===== src/rtl/led_req_if.sv =====
// LED arbiter bus: requester inputs and LED-side outputs bundled together.
// The arbiter connects through the slave modport; the bench or board glue drives the master side.
interface led_req_if;
  logic [3:0]  req;
  logic [15:0] pat;
  logic [3:0]  grant;
  logic [3:0]  led;
  logic        tick;

  modport master (output req, output pat, input grant, input led, input tick);
  modport slave  (input req, input pat, output grant, output led, output tick);
endinterface


===== src/rtl/led_req_arbiter.sv =====
// Round-robin owner of the 4-LED bank. Each of four requesters offers a 4-bit pattern.
// A grant is shown for at least HOLD_TICKS step ticks. When nobody requests, a
// walking-one chaser runs. The prescaler is the single step timebase for the block.
// Optional build macro LED_REQ_BLINK_EN: the granted pattern blinks, toggling on every tick.
module led_req_arbiter #(
  parameter int CLK_DIV    = 50_000_000,
  parameter int HOLD_TICKS = 4
) (
  input  logic     clk,
  input  logic     rst_n,
  led_req_if.slave bus
);

  localparam int              HW       = $clog2(HOLD_TICKS + 1);
  localparam logic [HW-1:0]   HOLD_MAX = HW'(HOLD_TICKS);
  localparam logic [31:0]     DIV_LAST = 32'(CLK_DIV - 1);
  localparam logic [31:0]     DIV_PRE  = 32'(CLK_DIV - 2);

  typedef enum logic {S_IDLE, S_SHOW} state_t;

  // First set request bit at or after (last+1), wrapping around the four requesters.
  function automatic logic [1:0] f_arb(input logic [3:0] req, input logic [1:0] last);
    logic [1:0] idx;
    logic       found;
    f_arb = 2'(last + 2'd1);
    found = 1'b0;
    for (int k = 1; k <= 4; k++) begin
      idx = 2'(last + 2'(k));
      if (!found && req[idx]) begin
        f_arb = idx;
        found = 1'b1;
      end
    end
  endfunction

  logic [31:0]   r_cnt;
  logic          r_tick;
  state_t        r_state,  w_state_nxt;
  logic [3:0]    r_chaser, w_chaser_nxt;
  logic [HW-1:0] r_hold,   w_hold_nxt;
  logic [1:0]    r_last,   w_last_nxt;
  logic [3:0]    r_grant,  w_grant_nxt;
  logic [3:0]    r_led,    w_led_nxt;
`ifdef LED_REQ_BLINK_EN
  logic          r_phase,  w_phase_nxt;
  logic [3:0]    r_pat,    w_pat_nxt;
`endif

  logic [3:0]    w_req;
  logic [15:0]   w_pat;
  logic [1:0]    w_win;
  logic [3:0]    w_win_pat;
  logic [3:0]    w_others;
  logic          w_do_grant;
  logic          w_go_idle;

  assign w_req     = bus.req;
  assign w_pat     = bus.pat;
  assign w_win     = f_arb(w_req, r_last);
  assign w_win_pat = w_pat[{w_win, 2'b00} +: 4];
  assign w_others  = w_req & ~r_grant;

  assign bus.grant = r_grant;
  assign bus.led   = r_led;
  assign bus.tick  = r_tick;

  // Free-running prescaler; tick is registered so it is high exactly while the count sits at CLK_DIV-1.
  always_ff @(posedge clk or negedge rst_n) begin
    if (!rst_n) begin
      r_cnt  <= '0;
      r_tick <= 1'b0;
    end else begin
      r_tick <= (r_cnt == DIV_PRE);
      r_cnt  <= (r_cnt == DIV_LAST) ? '0 : r_cnt + 32'd1;
    end
  end

  // State register and all registered outputs of the arbiter.
  always_ff @(posedge clk or negedge rst_n) begin
    if (!rst_n) begin
      r_state  <= S_IDLE;
      r_chaser <= 4'b0001;
      r_hold   <= '0;
      r_last   <= 2'd3;
      r_grant  <= 4'b0000;
      r_led    <= 4'b0000;
`ifdef LED_REQ_BLINK_EN
      r_phase  <= 1'b1;
      r_pat    <= 4'b0000;
`endif
    end else begin
      r_state  <= w_state_nxt;
      r_chaser <= w_chaser_nxt;
      r_hold   <= w_hold_nxt;
      r_last   <= w_last_nxt;
      r_grant  <= w_grant_nxt;
      r_led    <= w_led_nxt;
`ifdef LED_REQ_BLINK_EN
      r_phase  <= w_phase_nxt;
      r_pat    <= w_pat_nxt;
`endif
    end
  end

  // Next state: chaser stepping in IDLE, hold counting in SHOW, grant/hand-over/release decisions.
  always_comb begin
    w_state_nxt  = r_state;
    w_chaser_nxt = r_chaser;
    w_hold_nxt   = r_hold;
    w_last_nxt   = r_last;
    w_grant_nxt  = r_grant;
    w_led_nxt    = r_led;
`ifdef LED_REQ_BLINK_EN
    w_phase_nxt  = r_phase;
    w_pat_nxt    = r_pat;
`endif
    w_do_grant   = 1'b0;
    w_go_idle    = 1'b0;

    case (r_state)
      S_IDLE: begin
        if (r_tick) begin
          w_chaser_nxt = {r_chaser[2:0], r_chaser[3]};
        end
        if (w_req != 4'b0000) begin
          w_do_grant = 1'b1;
        end else begin
          w_grant_nxt = 4'b0000;
          w_led_nxt   = w_chaser_nxt;
        end
      end
      S_SHOW: begin
        if (r_tick) begin
          if (r_hold != HOLD_MAX) begin
            w_hold_nxt = r_hold + 1'b1;
          end
`ifdef LED_REQ_BLINK_EN
          w_phase_nxt = ~r_phase;
`endif
        end
        // The registered count decides exit, so a tick that completes the hold acts one cycle later.
        if (r_hold == HOLD_MAX) begin
          if (w_others != 4'b0000) begin
            w_do_grant = 1'b1;
          end else if (w_req == 4'b0000) begin
            w_go_idle = 1'b1;
          end
        end
      end
      default: begin
        w_state_nxt = S_IDLE;
      end
    endcase

    if (w_do_grant) begin
      w_state_nxt = S_SHOW;
      w_grant_nxt = 4'b0001 << w_win;
      w_last_nxt  = w_win;
      w_led_nxt   = w_win_pat;
      w_hold_nxt  = '0;
`ifdef LED_REQ_BLINK_EN
      w_phase_nxt = 1'b1;
      w_pat_nxt   = w_win_pat;
`endif
    end else if (w_go_idle) begin
      // Chaser was frozen during SHOW, so it resumes exactly where it left off.
      w_state_nxt = S_IDLE;
      w_grant_nxt = 4'b0000;
      w_led_nxt   = r_chaser;
    end else if (r_state == S_SHOW) begin
`ifdef LED_REQ_BLINK_EN
      w_led_nxt = w_phase_nxt ? r_pat : 4'b0000;
`else
      w_led_nxt = r_led;
`endif
    end
  end

endmodule


===== src/flat_wrapper.sv =====
// flat-port wrapper written by rule: the top's interface ports become plain ports
module led_req_arbiter_flat 
#(
  parameter int CLK_DIV    = 50_000_000,
  parameter int HOLD_TICKS = 4
)
  (clk, rst_n, bus_req, bus_pat, bus_grant, bus_led, bus_tick);
  led_req_if bus_i ();
  input  logic clk;
  input  logic rst_n;
  input wire logic [$bits(bus_i.req)-1:0] bus_req;
  input wire logic [$bits(bus_i.pat)-1:0] bus_pat;
  output wire logic [$bits(bus_i.grant)-1:0] bus_grant;
  output wire logic [$bits(bus_i.led)-1:0] bus_led;
  output wire logic [$bits(bus_i.tick)-1:0] bus_tick;
  assign bus_i.req = bus_req;
  assign bus_i.pat = bus_pat;
  assign bus_grant = bus_i.grant;
  assign bus_led = bus_i.led;
  assign bus_tick = bus_i.tick;
  led_req_arbiter #(.CLK_DIV(CLK_DIV), .HOLD_TICKS(HOLD_TICKS)) u_core (.clk(clk), .rst_n(rst_n), .bus(bus_i));
endmodule

===== config.mk =====
export PLATFORM = sky130hd
export DESIGN_NAME = led_req_arbiter_flat
export DESIGN_NICKNAME = d
export VERILOG_FILES = /design/src/rtl/led_req_if.sv /design/src/rtl/led_req_arbiter.sv /design/src/flat_wrapper.sv
export SDC_FILE = /design/constraint.sdc
export NUM_CORES = 1
export LEC_CHECK = 0
export ABC_AREA = 1
export ABC_CLOCK_PERIOD_IN_PS = 1950
export CAP_MARGIN = 0
export CORE_MARGIN = 1.5
export CORE_UTILIZATION = 33
export DETAILED_ROUTE_END_ITERATION = 7
export PLACE_DENSITY_LB_ADDON = 0.15
export SLEW_MARGIN = 0
export SYNTH_ARGS = -nofsm -noshare
export SYNTH_HDL_FRONTEND = slang
export SYNTH_SLANG_ARGS = --single-unit

===== constraint.sdc =====
create_clock -name clk -period 1.95 [get_ports clk]
set_input_delay 0.585 -clock clk [delete_from_list [all_inputs] [get_ports clk]]
set_output_delay 0.585 -clock clk [all_outputs]
set_load 0.02 [all_outputs]

==> impl_metrics.env <==
export IMPL_fin_util_pct=43.97
export IMPL_cts_tree="done"
export IMPL_hold_buffers=0
export IMPL_crit_path_max_fanout=6
export IMPL_drive_above_1_share_pct=22.83
export IMPL_end_kind="flop"
export IMPL_grt_use_met2_pct=27.81
export IMPL_leakage_uw=0.002099
export IMPL_fin_nets=555
export IMPL_post_drt_via_cell_ratio=4.704
export IMPL_finalMaxSlewViolations=0
export IMPL_grt_pass1_vias=2980
export IMPL_gp_congestion=0.8751
export IMPL_wl_um=7981
export IMPL_p_per_area_nw_per_um2=972.1
export IMPL_drcViolationCount=0
export IMPL_area_growth_pct=30.88
export IMPL_setup_viol=0
export IMPL_r2r_slack_ps=60
export IMPL_status="finished, final reports clean"
export IMPL_antenna_cells=0
export IMPL_vias=3119
export IMPL_met1_usage_pct=20.82
export IMPL_worstPathArrival_ps=2090
export IMPL_yosys_warnings=0
export IMPL_grt_most_used_layer="met2"
export IMPL_crit_required_ps=2150
export IMPL_grt_use_met3_pct=2.326
export IMPL_die_area_um2=10460
export IMPL_syn_inst=457
export IMPL_post_dp_hpwl_um=6125
export IMPL_relSlewSlack_pct=74.11
export IMPL_min_period_over_period_pct=96.69
export IMPL_start_util_pct=33.59
export IMPL_cts_max_level=2
export IMPL_die_w_um=102.3
export IMPL_clockRootBuffer="clkbuf_8"
export IMPL_synth_cell_types=40
export IMPL_rsz0062_at_grt="true"
export IMPL_die_y_um=102.3
export IMPL_cts_buffers=5
export IMPL_max_cap_violations=0
export IMPL_worstHoldPathType="in2async"
export IMPL_fin_crit_ps=1886
export IMPL_max_freq_mhz=530.4
export IMPL_grt_max_degree=52
export IMPL_syn_avg_cell_area_um2=7.118
export IMPL_ir_worst_vdd_mv=0.5521
export IMPL_io_pins=31
export IMPL_core_um2=9684
export IMPL_netlist_area_um2=3253
export IMPL_fin_tns_setup_ps=0
export IMPL_worst_skew_pair_late_latency_ps=300
export IMPL_port_buffers=30
export IMPL_synth_seq_cells=51
export IMPL_antenna_found_initial=0
export IMPL_overflow=0
export IMPL_reg2reg_to="u_core.bus.led[1]"
export IMPL_cts_buffer_depth=2
export IMPL_post_drt_wl_per_cell_um=12.04
export IMPL_rows=36
export IMPL_reg2reg_depth=16
export IMPL_crit_path_start_kind="flop"
export IMPL_setup_worst_path_class="reg2reg"
export IMPL_grt_pass1_wl_um=13420
export IMPL_worst_pin_slew_ps=384.8
export IMPL_ys_seq_area_share_pct=39.35
export IMPL_synth_nets=483
export IMPL_ant_nets=0
export IMPL_r2r_start="u_core.r_last[0]"
export IMPL_track_usage_pct=16.07
export IMPL_hold_viol=0
export IMPL_drt_iter0_markers=119
export IMPL_skew_ps=9.386
export IMPL_clkSinkCount=51
export IMPL_dr_pass1_iters=4
export IMPL_clk_pin_slew_ps=100
## cells in the final DEF (no fill, tap or decap), types with 2 or more instances in the layout
master / n
nand2_1: 107
inv_1: 59
dfrtp_1: 47
buf_4: 36
nand3_1: 34
nor2_1: 31
nand2_2: 26
clkdlybuf4s50_1: 21
o21ai_0: 19
nor3_1: 18
a21oi_1: 17
nand4_1: 13
xor2_1: 12
inv_2: 11
nand2_4: 6
nor2_2: 5
clkbuf_8: 5
nor4_1: 4
ha_1: 4
dlygate4sd2_1: 4
dlymetal6s2s_1: 4
nor3_2: 3
nor2_4: 3
nand3_2: 3
dfstp_2: 3
o21ai_2: 2
or2_2: 2
xnor2_1: 2
o21a_1: 2
o22ai_1: 2
inv_4: 2
o21ai_1: 2
buf_6: 2
buf_12: 2
## stage by stage
step	instances	hold WS, ps	cell area, um^2	setup slack [ps]	power (uW)
after global routing	663	277.7	4258	-94.87	4462
after detailed placement	647	486.6	3950	-479.3	3094
after global placement	647	481.8	3950	-447.4	3081
after CTS	658	266.1	4099	14.08	3992
final	663	249.0	4258	64.46	4139
after floorplan	457	289.4	3253	195.6	2502
## critical path, cell delays in order (launching register included)
cell and delay [ps]:
dfstp_2 600, buf_6 140, nand2_2 50, nand2_2 70, nand2_1 60, nand2_2 90
nand2_2 70, nor2_4 160, nand2_4 120, nand2_8 110, inv_8 40, nand2_2 40
nand2_1 40, nand2_1 50, nand2_1 40, nand2_1 60, nand2_1 40
## flip-flops by register name, summed over array words and instances (netlist names)
signal	cells
u_core.r_hold	3
u_core.r_state	1
u_core.r_last	2
u_core.r_chaser	4
u_core.bus.led	4
u_core.r_cnt	32
u_core.bus.grant	4
u_core.bus.tick	1
## how the worst max path moves through the flow
stage                              startpoint                 to  slack, ps  cells after the start
after detailed placement           bus_req[1]  u_core.bus.led[2]       -480                     15
after CTS                 u_core.bus.grant[1]       bus_grant[1]         10                      1
after floorplan                    bus_req[1]  u_core.bus.led[1]        200                      9
after global routing         u_core.r_last[0]  u_core.bus.led[2]        -90                     15
after global placement             bus_req[1]  u_core.bus.led[2]       -450                     15
final                        u_core.r_last[0]  u_core.bus.led[1]         60                     16
## cell families after synthesis
group	count (synthesis)	share of synthesized area (%)
AOI/OAI and AO/OA	49	8.346
buffers and inverters	79	9.731
xor gates and xnor gates	14	3.769
adders and majority gates	4	1.539
and+or+nand+nor	259	36.96
muxes	1	0.3077
DFF	51	39.35
## synthesized netlist by cell type
master / count / area share (%)
nand4_1: 13 / 2.5
ha_1: 4 / 1.5
buf_2: 3 / 0.46
nand2_2: 7 / 1.3
nand3b_1: 1 / 0.23
nor2_4: 1 / 0.35
o21ai_1: 4 / 0.62
nor3_4: 1 / 0.50
clkinv_1: 1 / 0.12
mux2i_1: 1 / 0.31
inv_1: 63 / 7.3
dfrtp_1: 48 / 37
inv_6: 1 / 0.27
nand2_4: 4 / 1.4
xnor2_1: 2 / 0.54
nor3b_1: 1 / 0.23
inv_2: 8 / 0.92
a41oi_1: 1 / 0.27
a21o_1: 1 / 0.23
o22ai_1: 2 / 0.38
nor4_1: 4 / 0.77
or2_2: 2 / 0.38
xor2_1: 12 / 3.2
clkbuf_1: 1 / 0.12
nand3_1: 37 / 5.7
buf_6: 1 / 0.35
o21a_1: 2 / 0.46
o21ai_0: 19 / 2.9
nor2_2: 4 / 0.77
a21oi_1: 17 / 2.6
nand2_8: 1 / 0.62
buf_4: 1 / 0.23
nand2_1: 127 / 15
dfstp_2: 3 / 2.4
nor2_1: 34 / 3.9
o211ai_1: 1 / 0.23
nor3_1: 21 / 3.2
o31ai_1: 1 / 0.23
o31ai_2: 1 / 0.38
nor4_2: 1 / 0.38
## final cells by class
cell class | instances | area [um^2]
flip-flops and latches | 51 | 1281
well taps | 133 | 166.4
multi-input cells | 328 | 1778
fillers | 1018 | 5426
inverters | 73 | 286.5
repair buffers | 70 | 633.1
clock inverters | 3 | 43.79
clock buffers | 5 | 68.82
## per-layer routing
metal,routed length [um],vias up
li1,-,1613
met1,3612,1460
met2,4097,36
met3,158,10
met4,112,0
met5,0,-
## where the power goes
group	leakage [uW]	total (uW)	internal (uW)	switching [uW]
Clock	0.0000581	742	383	359
Combinational	0.00137	2130	863	1270
Sequential	0.000674	1260	1170	93.6
## repair_timing
action | CTS | global route
endpoints found under the setup margin | 10 | 23
buffers inserted | 2 | 5
pin swaps | 4 | 15
cloned | 1 | 0
resized for setup | 13 | 40
Power figures use the tool's default switching activity.
